### src/rtl/init_mem_array.sv
// Self-initialising register file with enabled-cycle counter and result word; INITMEM_CHECKSUM_EN adds a running checksum.
// Latency: 1-cycle registered read, DEPTH-edge init sweep; no backpressure, strobes arriving during init are dropped.
module init_mem_array #(
  parameter int               WIDTH     = 8,
  parameter int               DEPTH     = 4,
  parameter int               INIT_BASE = 'h10,
  parameter int               INIT_STEP = 'h10,
  parameter int               CNT_W     = 32,
  parameter logic [WIDTH-1:0] MAGIC     = 'hAB,
  localparam int              AW        = $clog2(DEPTH)
) (
  input  logic             clk,
  input  logic             rst_n,
  input  logic             en,
  input  logic             reinit,
  input  logic             wr_valid,
  input  logic [AW-1:0]    wr_addr,
  input  logic [WIDTH-1:0] wr_data,
  input  logic             inc_valid,
  input  logic [AW-1:0]    inc_addr,
  input  logic [AW-1:0]    rd_addr,
  output logic [WIDTH-1:0] rd_data,
  output logic             ready,
  output logic [CNT_W-1:0] counter,
  output logic [CNT_W-1:0] result
);

  typedef enum logic {S_INIT, S_RUN} state_t;

  state_t           r_state, w_state_nxt;
  logic [AW-1:0]    r_ptr, w_ptr_nxt;
  logic [CNT_W-1:0] r_counter, w_counter_nxt;
  logic [WIDTH-1:0] r_mem [DEPTH];
  logic [WIDTH-1:0] r_rd_data;
  logic             w_run;
  logic             w_init_we;
  logic             w_wr_we;
  logic             w_inc_we;
  logic [WIDTH-1:0] w_init_val;
  logic [WIDTH-1:0] w_inc_val;

  assign w_run      = (r_state == S_RUN);
  assign w_init_val = WIDTH'(INIT_BASE + int'(r_ptr) * INIT_STEP);
  assign w_init_we  = !w_run;
  assign w_wr_we    = w_run && !reinit && wr_valid;
  // A same-address write overrides the increment, so the increment is suppressed outright.
  assign w_inc_we   = w_run && !reinit && inc_valid && !(wr_valid && (wr_addr == inc_addr));
  assign w_inc_val  = r_mem[inc_addr] + WIDTH'(1);

  always_comb begin
    w_state_nxt   = r_state;
    w_ptr_nxt     = r_ptr;
    w_counter_nxt = r_counter;
    case (r_state)
      S_INIT: begin
        w_ptr_nxt = r_ptr + AW'(1);
        if (r_ptr == AW'(DEPTH - 1)) begin
          w_state_nxt = S_RUN;
        end
      end
      S_RUN: begin
        if (reinit) begin
          w_state_nxt   = S_INIT;
          w_ptr_nxt     = '0;
          w_counter_nxt = '0;
        end else if (en) begin
          w_counter_nxt = r_counter + CNT_W'(1);
        end
      end
      default: w_state_nxt = S_INIT;
    endcase
  end

  always_ff @(posedge clk or negedge rst_n) begin
    if (!rst_n) begin
      r_state   <= S_INIT;
      r_ptr     <= '0;
      r_counter <= '0;
    end else begin
      r_state   <= w_state_nxt;
      r_ptr     <= w_ptr_nxt;
      r_counter <= w_counter_nxt;
    end
  end

  // Storage is deliberately left out of reset; the sweep gives it known content.
  always_ff @(posedge clk) begin
    if (w_init_we) r_mem[r_ptr] <= w_init_val;
    if (w_inc_we)  r_mem[inc_addr] <= w_inc_val;
    if (w_wr_we)   r_mem[wr_addr] <= wr_data;
  end

  always_ff @(posedge clk or negedge rst_n) begin
    if (!rst_n) begin
      r_rd_data <= '0;
    end else begin
      r_rd_data <= r_mem[rd_addr];
    end
  end

`ifdef INITMEM_CHECKSUM_EN
  logic [CNT_W-1:0] r_checksum, w_checksum_nxt;

  // Tracked as new-minus-old per updated entry; the sweep starts from a cleared sum.
  always_comb begin
    w_checksum_nxt = r_checksum;
    if (!w_run) begin
      w_checksum_nxt = r_checksum + CNT_W'(w_init_val);
    end else if (reinit) begin
      w_checksum_nxt = '0;
    end else begin
      if (w_wr_we) begin
        w_checksum_nxt = w_checksum_nxt + CNT_W'(wr_data) - CNT_W'(r_mem[wr_addr]);
      end
      if (w_inc_we) begin
        w_checksum_nxt = w_checksum_nxt + CNT_W'(w_inc_val) - CNT_W'(r_mem[inc_addr]);
      end
    end
  end

  always_ff @(posedge clk or negedge rst_n) begin
    if (!rst_n) begin
      r_checksum <= '0;
    end else begin
      r_checksum <= w_checksum_nxt;
    end
  end

  assign result = w_run ? (r_checksum + r_counter + CNT_W'(MAGIC)) : '0;
`else
  assign result = w_run ? (r_counter + CNT_W'(MAGIC)) : '0;
`endif

  assign rd_data = r_rd_data;
  assign ready   = w_run;
  assign counter = r_counter;

endmodule

### config.mk
export PLATFORM = sky130hd
export DESIGN_NAME = init_mem_array
export DESIGN_NICKNAME = d
export VERILOG_FILES = /design/src/rtl/init_mem_array.sv
export SDC_FILE = /design/constraint.sdc
export NUM_CORES = 1
export LEC_CHECK = 0
export ABC_AREA = 0
export CORE_MARGIN = 2
export CORE_UTILIZATION = 58
export CTS_CLUSTER_DIAMETER = 150
export DETAILED_ROUTE_END_ITERATION = 10
export DONT_BUFFER_PORTS = 1
export PLACE_DENSITY_LB_ADDON = 0.3
export SLEW_MARGIN = 20
export SYNTH_ARGS = -nofsm -noshare
export SYNTH_HDL_FRONTEND = slang
export SYNTH_SLANG_ARGS = --single-unit
### constraint.sdc
create_clock -name clk -period 2 [get_ports clk]
set_input_delay 0.4 -clock clk [delete_from_list [all_inputs] [get_ports clk]]
set_output_delay 0.4 -clock clk [all_outputs]
set_load 0.02 [all_outputs]
==> results_dict.tcl <==
set metrics [dict create \
    status "complete, but fails checks" \
    violations "setup timing" \
    seq_area_frac_synth 0.4300 \
    synth_nets 508 \
    num_antenna_cells 0 \
    period_share 1.290 \
    use_met1 0.4169 \
    synthSimpleGateAreaFrac 0.2184 \
    worst_path_max_delay_cell "dfrtp_2" \
    arrival_ns 2.18 \
    hpwl_um 9573 \
    dieArea_mm2 0.008907 \
    grt_pass1_wl_um 21380 \
    viasPerCell 6.439 \
    drv_slew 0 \
    end_kind "output port" \
    ys_ff_latch 75 \
    drt_wl_total_um 15350 \
    power_frac_comb 0.439 \
    core-area_mm2 0.007807 \
    synthCells 484 \
    r2r_setup_slack_ns -0.14 \
    finClkSkew_ns 0.01078 \
    required_ns 1.60 \
    p_switching_mw 2.480 \
    first_iter_violations 392 \
    met2_usage 0.5202 \
    ys.flop_type "dfrtp_1" \
    first_global_vias 4241 \
    switching_share 0.3863 \
    maxSlewHeadroom 0.6112 \
    clock_path_buffers 2 \
    drive_above_1_share 0.4739 \
    drc_errors 0 \
    setup_ws_ns -0.5808 \
    gr-usage-all-layers 0.3204 \
    syn2layout_area_growth_pct 35.34 \
    postSynthAreaPerCell_um2 9.787 \
    synth_area_mm2 0.004737 \
    yosys.area_share.adder 0.01057 \
    busiest_layer "met2" \
    leakage_nw 2.623 \
    slowest_delay_ns 0.39 \
    holdWs_ns 0.1026 \
    hold_class "in -> reg" \
    synth_top_family_by_area "simple AND/OR/NAND/NOR gates" \
    hold_path.startpoint "reinit" \
    synthXorXnorAreaFrac 0.1086 \
    ys_warn_count 0 \
    reg2reg_to "counter[10]" \
    crit_chain "inv_2 > ha_4 > nor2b_4 > o21ai_2 > a21boi_2 > buf_6 > o2111ai_1 > xor2_1 > nor2_2" \
    p_int_mw 3.939 \
    layout_commonest_cell "buf_4" \
    p_per_area_mw_per_mm2 1001 \
    hold_path_depth 1 \
    rsz0062_at_grt "true" \
    synth.mux.area_fraction 0.1123 \
    numPortBuffers 0 \
    grt_overflow 0 \
    worstReg2RegStart "counter[1]" \
    die_x_um 94.38 \
    start_kind "register" \
    dr.pass1.iters 5 \
    r2r_cells 9 \
    period_needed_ns 2.581 \
    synth_compound_area_frac 0.08030 \
    vias 4475 \
    finalSetupViolCount 43 \
    cts.sinks 75 \
    numCtsBuffers 9 \
    cts.reportedPaths.clkPinSlew_ns 0.08 \
    final_cell_mix "buf_4 (113), nand2_1 (59), nor2_1 (48)" \
    synth_async_sr_flop_share 0.5733 \
    num_rows 32 \
    grt_max_degree 44 \
    synth_edf_count 32 \
    finalHoldViolations 0 \
    worstSetupPathType "reg -> out" \
    final_nets 612 \
    whs_endpoint "counter[2]" \
    start_util 0.6067 \
    critical_path.max_fanout 5 \
    clkPwrFrac 0.177 \
    tritoncts "done" \
    tightest_slew_ns 0.5832 \
    h-tree-depth 3 \
    clk_latency_ns 0.37 \
    gp_congestion 0.9266 \
    pwr-share-seq 0.384 \
    max_clock_freq_mhz 387.5 \
    maxCapViolations 0 \
    finalSetupTns_ns -13.12 \
    ir_worst_vdd_mv 0.9360 \
    antenna_found_initial 0 \
    detail-route-antenna-nets 0 \
    die_height_um 94.38 \
    drt-wirelength-per-cell_um 22.08 \
    clock-root-buffer "clkbuf_8" \
    io_pins 93 \
    ys_types 56 \
    use_met3 0.08140 \
]
-- worst max-delay path: cells and delay by family, from the launching register on --
family          cells  cell delay (ns)
fa+ha+maj           1             0.16
compound gates      3             0.44
xor+xnor            1             0.20
flops               1             0.39
buf+inv             2             0.24
simple gates        2             0.39
-- per-stage QoR --
step	cell area, um2	setup slack [ns]	util	instances	power [mW]
finish	6411	-0.5808	0.8212	695	6.419
global route	6411	-0.6844	0.8212	695	6.683
CTS	6086	-0.4722	0.7795	682	6.008
detailed placement	5734	-0.1355	0.7345	656	4.782
global placement	5734	-0.06135	0.7345	656	4.657
floorplan	5065	-0.2737	-	484	3.953
-- layer usage --
| layer | wire length, um | part of all wire |
|---|---|---|
| met1 | 5486 | 0.36 |
| met2 | 7474 | 0.49 |
| met3 | 1674 | 0.11 |
| met4 | 710 | 0.046 |
| met5 | 0 | 0 |
-- registers in the layout, indices dropped and copies added, names as in the netlist --
register and cells:
ready 1, r_ptr 2, counter 32, r_mem 32, rd_data 8
-- worst max-delay path by stage --
stage | startpoint | to | slack [ns] | cells past startpoint
2_1_floorplan | counter[14] | result[28] | -0.27 | 8
3_3_place_gp | counter[0] | result[20] | -0.06 | 10
3_5_place_dp | counter[13] | result[28] | -0.14 | 6
4_1_cts | counter[1] | result[8] | -0.47 | 10
5_1_grt | counter[1] | result[16] | -0.68 | 9
6_report | counter[1] | result[16] | -0.58 | 9
-- synthesized netlist by cell type, types with 6 or more instances --
cell,n,share of area
mux4_2,13,0.062
clkbuf_1,18,0.014
o31ai_1,12,0.019
xnor2_1,20,0.037
mux2_2,12,0.029
buf_2,12,0.013
nor3_1,10,0.011
and2_1,8,0.011
nand4_1,12,0.016
dfrtp_1,43,0.23
inv_1,8,0.0063
nand3_1,15,0.016
nand2_1,67,0.053
o21ai_0,13,0.014
o211ai_1,6,0.0095
and3_1,7,0.0092
edfxtp_1,32,0.20
xor2_1,35,0.065
nor2_1,72,0.057
-- cell families after synthesis --
group           count (synthesis)
xor+xnor                       57
fa+ha+maj                       4
mux                            30
compound gates                 58
flops                          75
simple gates                  217
buf+inv                        43
-- power groups by stage --
stage	Combinational (mW)	Sequential, mW	Clock, mW
floorplan	1.49	2.46	0
finish	2.82	2.46	1.14
CTS	2.44	2.44	1.13
global placement	2.22	2.43	0
detailed placement	2.31	2.47	0
global route	2.98	2.50	1.20
-- area by class of cell --
type                       instances  area [um2]
fill                             409        1396
multi-input combinational        366        2963
clock buffer                       9       123.9
sequential                        75        2057
inverter                           8       32.53
clock inverter                     7       57.56
tap                              102       127.6
timing repair buffer             128        1050
-- repair_timing --
action / in CTS / in global routing
setup endpoints to repair: 37 / 77
resized for setup: 23 / 52
endpoints found under the hold margin: 43 / 0
setup buffers: 7 / 14
pin swaps: 21 / 25
hold buffers: 2 / 0
cloned: 1 / 1
(Power assumes the default switching activity.)
